### src/rtl/neuron_activation_pipe_if.sv
// Purpose : valid/ready bundle between the linear neuron, the activation stage and its consumer.
// Latency : n/a (wires only).
// Backpressure: in_ready/out_ready carry stall information upstream.
// Ports   : in_valid/in_ready/in_y/in_act_sel (request side), out_valid/out_ready/out_z (result side).
interface neuron_activation_pipe_if #(
    parameter int B = 16
);
    logic         in_valid;
    logic         in_ready;
    logic [B-1:0] in_y;
    logic         in_act_sel;
    logic         out_valid;
    logic         out_ready;
    logic [B-1:0] out_z;

    // master: the side that produces pre-activations and consumes results
    modport master (
        output in_valid, in_y, in_act_sel, out_ready,
        input  in_ready, out_valid, out_z
    );

    // slave: the activation stage itself
    modport slave (
        input  in_valid, in_y, in_act_sel, out_ready,
        output in_ready, out_valid, out_z
    );
endinterface

### src/rtl/neuron_activation_pipe.sv
// Purpose : ReLU / piecewise-linear sigmoid on a signed Q8.8 pre-activation, one result per cycle.
// Latency : accepted at edge k, result on out_z with out_valid after edge k+1 (two register stages).
// Backpressure: 2-entry skid-free pipeline, bubbles collapse; in_ready = !s1_valid || !s2_valid || out_ready.
// Ports   : clk, rst_n (async, active low), bus (neuron_activation_pipe_if.slave).
// Build   : define NEURON_SIGMOID_EN to include the sigmoid datapath; otherwise every transaction is ReLU.
module neuron_activation_pipe #(
    parameter int B = 16
) (
    input  logic                     clk,
    input  logic                     rst_n,
    neuron_activation_pipe_if.slave  bus
);

    // Q8.8 constants
    localparam logic [B-1:0] MAG_MAX = {1'b0, {(B-1){1'b1}}};
    localparam logic [B-1:0] ONE     = 16'h0100;

    // ---------------- flow control ----------------
    logic s1_valid;
    logic s2_valid;
    logic s1_adv;
    logic s2_adv;

    assign s2_adv       = !s2_valid || bus.out_ready;
    assign s1_adv       = !s1_valid || s2_adv;
    assign bus.in_ready = s1_adv;

    // ---------------- stage 1: magnitude and region ----------------
    logic [B-1:0] neg_y;
    logic [B-1:0] mag;

    assign neg_y = '0 - bus.in_y;
    // Negating 0x8000 wraps back to 0x8000; clamp it so the magnitude stays positive.
    assign mag   = !bus.in_y[B-1] ? bus.in_y :
                   (neg_y[B-1] ? MAG_MAX : neg_y);

    logic         s1_sign;
    logic [B-1:0] s1_a;

`ifdef NEURON_SIGMOID_EN
    logic [1:0] region;
    logic [1:0] s1_region;
    logic       s1_sel;

    always_comb begin
        if (mag < 16'h0100)      region = 2'd0;
        else if (mag < 16'h0260) region = 2'd1;
        else if (mag < 16'h0500) region = 2'd2;
        else                     region = 2'd3;
    end
`else
    logic sel_unused;
    assign sel_unused = bus.in_act_sel;
`endif

    always_ff @(posedge clk or negedge rst_n) begin
        if (!rst_n) begin
            s1_valid  <= 1'b0;
            s1_sign   <= 1'b0;
            s1_a      <= '0;
`ifdef NEURON_SIGMOID_EN
            s1_region <= 2'd0;
            s1_sel    <= 1'b0;
`endif
        end else if (s1_adv) begin
            s1_valid <= bus.in_valid;
            if (bus.in_valid) begin
                s1_sign   <= bus.in_y[B-1];
                s1_a      <= mag;
`ifdef NEURON_SIGMOID_EN
                s1_region <= region;
                s1_sel    <= bus.in_act_sel;
`endif
            end
        end
    end

    // ---------------- stage 2: shift/add and sign fold ----------------
    logic [B-1:0] relu_z;
    logic [B-1:0] z_next;

    // For a non-negative input the stored magnitude is the input itself.
    assign relu_z = s1_sign ? '0 : s1_a;

`ifdef NEURON_SIGMOID_EN
    logic [B-1:0] f_mag;
    logic [B-1:0] sig_z;

    always_comb begin
        case (s1_region)
            2'd0:    f_mag = (s1_a >> 2) + 16'h0080;
            2'd1:    f_mag = (s1_a >> 3) + 16'h00A0;
            2'd2:    f_mag = (s1_a >> 5) + 16'h00D8;
            default: f_mag = ONE;
        endcase
    end

    // f_mag never exceeds 1.0, so the fold cannot underflow.
    assign sig_z  = s1_sign ? (ONE - f_mag) : f_mag;
    assign z_next = s1_sel ? sig_z : relu_z;
`else
    assign z_next = relu_z;
`endif

    logic [B-1:0] s2_z;

    always_ff @(posedge clk or negedge rst_n) begin
        if (!rst_n) begin
            s2_valid <= 1'b0;
            s2_z     <= '0;
        end else if (s2_adv) begin
            s2_valid <= s1_valid;
            if (s1_valid) begin
                s2_z <= z_next;
            end
        end
    end

    assign bus.out_valid = s2_valid;
    assign bus.out_z     = s2_z;

endmodule
### src/flat_wrapper.sv
// flat-port wrapper written by rule: the top's interface ports become plain ports
module neuron_activation_pipe_flat 
#(
    parameter int B = 16
)
  (clk, rst_n, bus_in_valid, bus_in_y, bus_in_act_sel, bus_out_ready, bus_in_ready, bus_out_valid, bus_out_z);
  neuron_activation_pipe_if #(.B(B)) bus_i ();
  input  logic clk;
  input  logic rst_n;
  input wire logic [$bits(bus_i.in_valid)-1:0] bus_in_valid;
  input wire logic [$bits(bus_i.in_y)-1:0] bus_in_y;
  input wire logic [$bits(bus_i.in_act_sel)-1:0] bus_in_act_sel;
  input wire logic [$bits(bus_i.out_ready)-1:0] bus_out_ready;
  output wire logic [$bits(bus_i.in_ready)-1:0] bus_in_ready;
  output wire logic [$bits(bus_i.out_valid)-1:0] bus_out_valid;
  output wire logic [$bits(bus_i.out_z)-1:0] bus_out_z;
  assign bus_i.in_valid = bus_in_valid;
  assign bus_i.in_y = bus_in_y;
  assign bus_i.in_act_sel = bus_in_act_sel;
  assign bus_i.out_ready = bus_out_ready;
  assign bus_in_ready = bus_i.in_ready;
  assign bus_out_valid = bus_i.out_valid;
  assign bus_out_z = bus_i.out_z;
  neuron_activation_pipe #(.B(B)) u_core (.clk(clk), .rst_n(rst_n), .bus(bus_i));
endmodule
### config.mk
export PLATFORM = sky130hd
export DESIGN_NAME = neuron_activation_pipe_flat
export DESIGN_NICKNAME = d
export VERILOG_FILES = /design/src/rtl/neuron_activation_pipe_if.sv /design/src/rtl/neuron_activation_pipe.sv /design/src/flat_wrapper.sv
export SDC_FILE = /design/constraint.sdc
export NUM_CORES = 1
export LEC_CHECK = 0
export BUFFER_PORTS_ARGS = -buffer_cell sky130_fd_sc_hd__buf_2
export CORE_MARGIN = 2
export CORE_UTILIZATION = 40
export DETAILED_ROUTE_END_ITERATION = 10
export PLACE_DENSITY = 0.64
export SYNTH_ARGS = -nofsm -noshare
export SYNTH_HDL_FRONTEND = slang
export SYNTH_SLANG_ARGS = --single-unit
### constraint.sdc
create_clock -name clk -period 1.1 [get_ports clk]
set_input_delay 0.275 -clock clk [delete_from_list [all_inputs] [get_ports clk]]
set_output_delay 0.275 -clock clk [all_outputs]
set_load 0.005 [all_outputs]
==> impl_metrics.toml, run 1 <==
[run_status]
outcome = "finished, violations left"
failed_checks = "negative setup slack"

[logic_synthesis]
ys_seq_area_share_pct = 49.36
yosys.area.top_type_share_pct = 49.36
synth_top_cells_by_count = "33 x dfrtp_1, 20 x nand2_1, 19 x o21ai_0"
netlist_instances = 173
yosysTopAreaCell = "dfrtp_1"
synth_flop_cell = "dfrtp_1"
syn_area_um2 = 1673
synth.most_common_cell = "dfrtp_1"
ys_ff_latch = 33
synthTopCellsByArea = "dfrtp_1 49%, nand2b_1 6.7%, xor2_1 6.3%"
async_reset_ff_share_pct = 100.0
synth_warnings = 0
synth_edf_count = 0
synth.distinct_cells = 31
synth.avg_cell_area_um2 = 9.670
syn_nets = 195

[run]
drv_cap = 0

[global_route]
track_usage_pct = 18.08
use_met1_pct = 25.18
use_met3_pct = 3.896
grt_max_degree = 34
grt_pass1_wl_um = 6147
antenna_found_initial = 0
grt_pass1_vias = 1316
met2_usage_pct = 26.44
busiest_layer = "met2"
overflow = 0

[clocking]
numCtsBuffers = 5
cts_buffer_depth = 2
clockRootBuffer = "clkbuf_8"
cts.clk_slew.worst_paths_ns = 0.07
cts_sinks = 33
cts-htree-levels = 2
cts_tree = "done"
clk_latency_ns = 0.28

[finish]
syn_to_final_growth_pct = 49.21
final_area_um2 = 2496
n_fill_cell = 332
antenna_cells = 0
drive_gt1_share_pct = 45.08
fin_nets = 266
final_cell_count_no_fill = 294

[placed_design]
gp_congestion = 0.7911
hpwl_um = 2459
dp_cells = 274
dp_slack_ns = -0.7205
placedInstanceArea_um2 = 2118
numPortBuffers = 36

[pwr]
leakagePower_nw = 1.166
ir_worst_vdd_mv = 0.5480
power.total_mw = 3.425
p_per_area_nw_per_um2 = 1372

[detailed_routing]
drc = 0
drt_first_pass_iters = 4
postRouteAntennaNets = 0
wl_per_cell_um = 13.57
vias = 1462
wirelength_um = 3990
vias_per_cell = 4.973
drtIter0Drc = 75

[critical_path]
crit_arrival_ns = 1.60
crit_required_ns = 1.26
worstSetupEndpointType = "register"
cpMaxStageDelayCell = "or4_4"
max_stage_delay_ns = 0.58
reg2reg_to = "u_core.s1_a[11]"
rrSetupSlack_ns = -0.19
crit_path_cell_trace = "buf_6 -> or4_4 -> o41ai_4 -> xor2_1 -> a21oi_1"
crit_fanout = 4
critPathLaunchType = "input pin"
path_class = "in2reg"
worst_r2r_path_depth = 5
critPathTopFamily = "simple AND/OR/NAND/NOR gates"
path_buf_inv = 1
r2r-start = "u_core.bus.out_valid"

[die]
fp.dieW_um = 68.67
die_y_um = 68.67
initial_core_util_pct = 41.82
ios = 39
rows = 23
fp.coreArea_um2 = 4000
die_area_um2 = 4716

[min_path]
min_from = "bus_in_valid"
hp-class = "in2reg"
hold_depth = 2
min_to = "u_core.s1_valid"

[timing]
setup_viol = 19
fmax_mhz = 697.5
maxSlewViolCount = 0
fin_skew_ns = 0.004634
rsz0062_at_grt = "true"
finalHoldViolCount = 0
period_share_pct = 130.3
worst_slack_ns = -0.3337
min_period_ns = 1.434
flip-flops by register name, indices dropped and copies added (netlist names):
register	count
u_core.bus.out_valid	1
u_core.bus.out_z	15
u_core.s1_a	15
u_core.s1_sign	1
u_core.s1_valid	1
per-stage QoR:
stage,utilization (%),setup TNS (ns),hold WS (ns)
after global routing,62.40,-5.676,0.2262
final,62.40,-4.558,0.2177
after CTS,57.71,-4.194,0.2115
after detailed placement,52.96,-9.255,0.2418
after global placement,52.96,-8.934,0.2442
after floorplan,-,-6.130,-0.02059
layer usage:
metal  routed length, µm  vias to the layer above
met5                   0                        -
met4                  65                        0
met3                 201                        6
met2                1856                       42
met1                1866                      682
li1                    -                      732
layout make-up:
type,count,area [µm²],share of cell area (%)
inverter,3,21.27,0.8521
clock buffer,7,86.33,3.459
multi-input combinational,127,925.9,37.09
sequential,33,825.8,33.08
tap,50,62.56,2.506
timing repair buffer,74,574.3,23.01
cells by family (layout without fill, tap and decap cells):
logic type | after synthesis | in the layout | synth area share, %
XOR/XNOR | 13 | 13 | 6.806
other | 1 | 1 | 0.2242
adder cells (fa/ha/maj) | 1 | 1 | 0.7478
AND/OR/NAND/NOR | 66 | 66 | 21.02
buffers and inverters | 14 | 84 | 3.889
flip-flops | 33 | 33 | 49.36
AO/OA/AOI/OAI | 45 | 46 | 17.95
worst register-to-register path, delay by kind of cell (launching register included):
family	cells	cell delay, ns
AND/OR/NAND/NOR	3	0.54
AO/OA/AOI/OAI	1	0.06
buffers and inverters	1	0.19
flip-flops	1	0.39
cell usage in the layout, fill, tap and decap left out, drive strengths merged:
cell type,netlist,routed
buf,4,71
dfrtp,33,33
nand2,21,21
o21ai,20,20
nand2b,18,18
nor2,16,16
xor2,12,12
a21oi,10,11
clkbuf,7,9
a31oi,5,5
o31ai,5,5
o41ai,4,4
or3,3,3
inv,3,3
or4,2,2
or2,2,2
nand3b,1,1
and2,1,1
nor4,1,1
xnor2,1,1
a211oi,1,1
or3b,1,1
ha,1,1
conb,1,1
dlygate4sd3,0,1
power breakdown:
group          leakage [nW]  total, mW  switching (mW)  internal (mW)
sequential            0.390       1.58           0.137           1.44
clock                0.0443      0.913           0.417          0.496
combinational         0.732      0.935           0.435          0.500
how the worst max path moves through the flow:
| stage | cells after the start | start | slack, ns | endpoint |
|---|---|---|---|---|
| finish | 5 | bus_in_y[7] | -0.33 | u_core.s1_a[13] |
| global route | 7 | bus_in_y[0] | -0.37 | u_core.s1_a[12] |
| CTS | 5 | bus_in_y[7] | -0.31 | u_core.s1_a[13] |
| detailed placement | 7 | bus_in_y[1] | -0.72 | u_core.s1_a[12] |
| global placement | 7 | bus_in_y[1] | -0.68 | u_core.s1_a[12] |
| floorplan | 4 | bus_in_y[9] | -0.46 | u_core.s1_a[13] |
what timing repair did:
item | in CTS | in global routing
endpoints found under the hold margin | 33 | 0
hold buffers | 1 | 0
pin swaps | 8 | 13
gates cloned | 1 | 2
setup buffers | 3 | 6
endpoints found under the setup margin | 16 | 23
resized for setup | 12 | 36
No activity file was read; power rests on OpenSTA's default activity.
==> run 2, diff against run 1 <==
--- a/config.mk
+++ b/config.mk
@@ -7,9 +7,9 @@
 export LEC_CHECK = 0
 export BUFFER_PORTS_ARGS = -buffer_cell sky130_fd_sc_hd__buf_2
 export CORE_MARGIN = 2
-export CORE_UTILIZATION = 40
+export CORE_UTILIZATION = 35
 export DETAILED_ROUTE_END_ITERATION = 10
-export PLACE_DENSITY = 0.64
+export PLACE_DENSITY = 0.57
 export SYNTH_ARGS = -nofsm -noshare
 export SYNTH_HDL_FRONTEND = slang
 export SYNTH_SLANG_ARGS = --single-unit
==> run 2 against run 1 <==
- critical endpoint unchanged
- the run still ends with negative setup slack left
- clock skew fell by 0.00072 ns
- core utilization fell by 9.5 points
- cell count rose by 1.0%
- power fell by 4.9%
- global-route usage fell by 2.5 points
- highest routed layer unchanged
- sequential power barely moved
==> impl_metrics.toml, run 2 (synthesis results as in run 1) <==
[run_status]
outcome = "finished, violations left"
failed_checks = "negative setup slack"

[critical_path]
worst_r2r_path_depth = 5
path_buf_inv = 1
critical_path.startpoint = "bus_in_y[7]"
crit_fanout = 4
crit_arrival_ns = 1.60
critPathLaunchType = "input pin"
crit_required_ns = 1.25
reg2reg_to = "u_core.s1_a[6]"
cp-endpoint = "u_core.s1_a[13]"
rrSetupSlack_ns = -0.17
cp_num_cells = 5
worstSetupEndpointType = "register"
cpMaxStageDelayCell = "or4_4"
r2r-start = "u_core.bus.out_valid"
critPathTopFamily = "simple AND/OR/NAND/NOR gates"
crit_path_cell_trace = "buf_6 -> or4_4 -> o41ai_4 -> xor2_1 -> a21oi_1"
path_class = "in2reg"
max_stage_delay_ns = 0.57

[pwr]
p_sw_share_pct = 28.53
p_clk_share_pct = 25.8
p_per_area_nw_per_um2 = 1320
leakagePower_nw = 1.144
p_int_mw = 2.327
p_sw_mw = 0.9288
p_comb_share_pct = 26.0
power.total_mw = 3.256
pwr-share-seq_pct = 48.3
ir_worst_vdd_mv = 0.4594

[finish]
fin_nets = 264
antenna_cells = 0
layout_commonest_cell = "dfrtp_1"
final_cell_count_no_fill = 297
drive_gt1_share_pct = 44.03
final_cell_mix = "33 x dfrtp_1, 31 x buf_2, 28 x buf_4"
syn_to_final_growth_pct = 47.42

[detailed_routing]
postRouteAntennaNets = 0
drt_first_pass_iters = 4
drc = 0
vias = 1443
vias_per_cell = 4.859
wl_per_cell_um = 12.61
wirelength_um = 3745
drtIter0Drc = 49

[timing]
setup_viol = 16
fmax_mhz = 690.2
min_period_ns = 1.449
tns_ns = -4.884
worst_slack_ns = -0.3489
rsz0062_at_grt = "true"
fin_hold_ws_ns = 0.2469
maxSlewViolCount = 0
finalHoldViolCount = 0
fin_skew_ns = 0.003915
period_share_pct = 131.7

[run]
drv_cap = 0

[min_path]
hp-class = "in2reg"

[clocking]
cts_sinks = 33
cts-htree-levels = 2
numCtsBuffers = 5
clk_latency_ns = 0.27
cts.clk_slew.worst_paths_ns = 0.06
cts_buffer_depth = 2
cts_tree = "done"
clockRootBuffer = "clkbuf_8"

[global_route]
grt_pass1_vias = 1374
track_usage_pct = 15.56
grt_pass1_wl_um = 6465
grt_max_degree = 31
overflow = 0
antenna_found_initial = 0

[die]
ios = 39
initial_core_util_pct = 35.89
fp.coreArea_um2 = 4661
die_y_um = 73.14
die_area_um2 = 5349
fp.dieW_um = 73.14
rows = 25

[placed_design]
dp_slack_ns = -0.7228
gp_congestion = 0.7527
dp_cells = 282
hpwl_um = 2728
numPortBuffers = 36
==> run 2: through the flow <==
step	util, %	instance area (µm²)
2_1_floorplan	-	1719
3_3_place_gp	46.20	2153
3_5_place_dp	46.20	2153
4_1_cts	52.03	2425
5_1_grt	52.91	2466
6_report	52.91	2466
==> run 2: area by class of cell <==
type,instances,area (µm²)
clock buffer,8,80.08
multi-input combinational,127,938.4
timing repair buffer,72,535.5
sequential,33,825.8
tap,54,67.56
fill,417,2195
inverter,3,18.77
==> run 2: worst min-delay path by stage <==
| stage | to | from | cells after the start |
|---|---|---|---|
| 6_report | u_core.s1_valid | bus_in_valid | 2 |
| 5_1_grt | u_core.s1_valid | bus_in_valid | 2 |
| 4_1_cts | u_core.s1_valid | bus_in_valid | 2 |
| 3_5_place_dp | u_core.s1_valid | rst_n | 1 |
| 3_3_place_gp | u_core.s1_valid | rst_n | 1 |
| 2_1_floorplan | u_core.bus.out_valid | rst_n | 0 |
==> run 2: power by group through the flow <==
| stage | clock, mW | combinational [mW] | sequential (mW) |
|---|---|---|---|
| after floorplan | 0 | 0.376 | 1.58 |
| after global placement | 0 | 0.739 | 1.59 |
| after detailed placement | 0 | 0.750 | 1.60 |
| after CTS | 0.865 | 0.824 | 1.58 |
| after global routing | 0.925 | 0.950 | 1.61 |
| final | 0.839 | 0.845 | 1.57 |
==> run 2: layer usage <==
metal	vias to the layer above	routed length, µm	GRT usage (%)
met4	0	73	5.967
met5	-	0	0
met1	671	1745	21.68
met2	36	1784	23.42
met3	8	142	3.591
li1	728	-	-
==> run 2: worst reg2reg max path, cell delays in order (launching register included) <==
cell and delay (ns):
dfrtp_1 0.36, nand3b_1 0.18, and2_1 0.24, buf_4 0.19
nor2_1 0.14, a21oi_2 0.04
==> run 2: repair_timing <==
action,4_1_cts,5_1_grt
hold buffers,1,0
setup endpoints to repair,16,20
resized for setup,28,10
endpoints found under the hold margin,13,0
buffers inserted,5,0
cloned,1,0
pin swaps,20,5
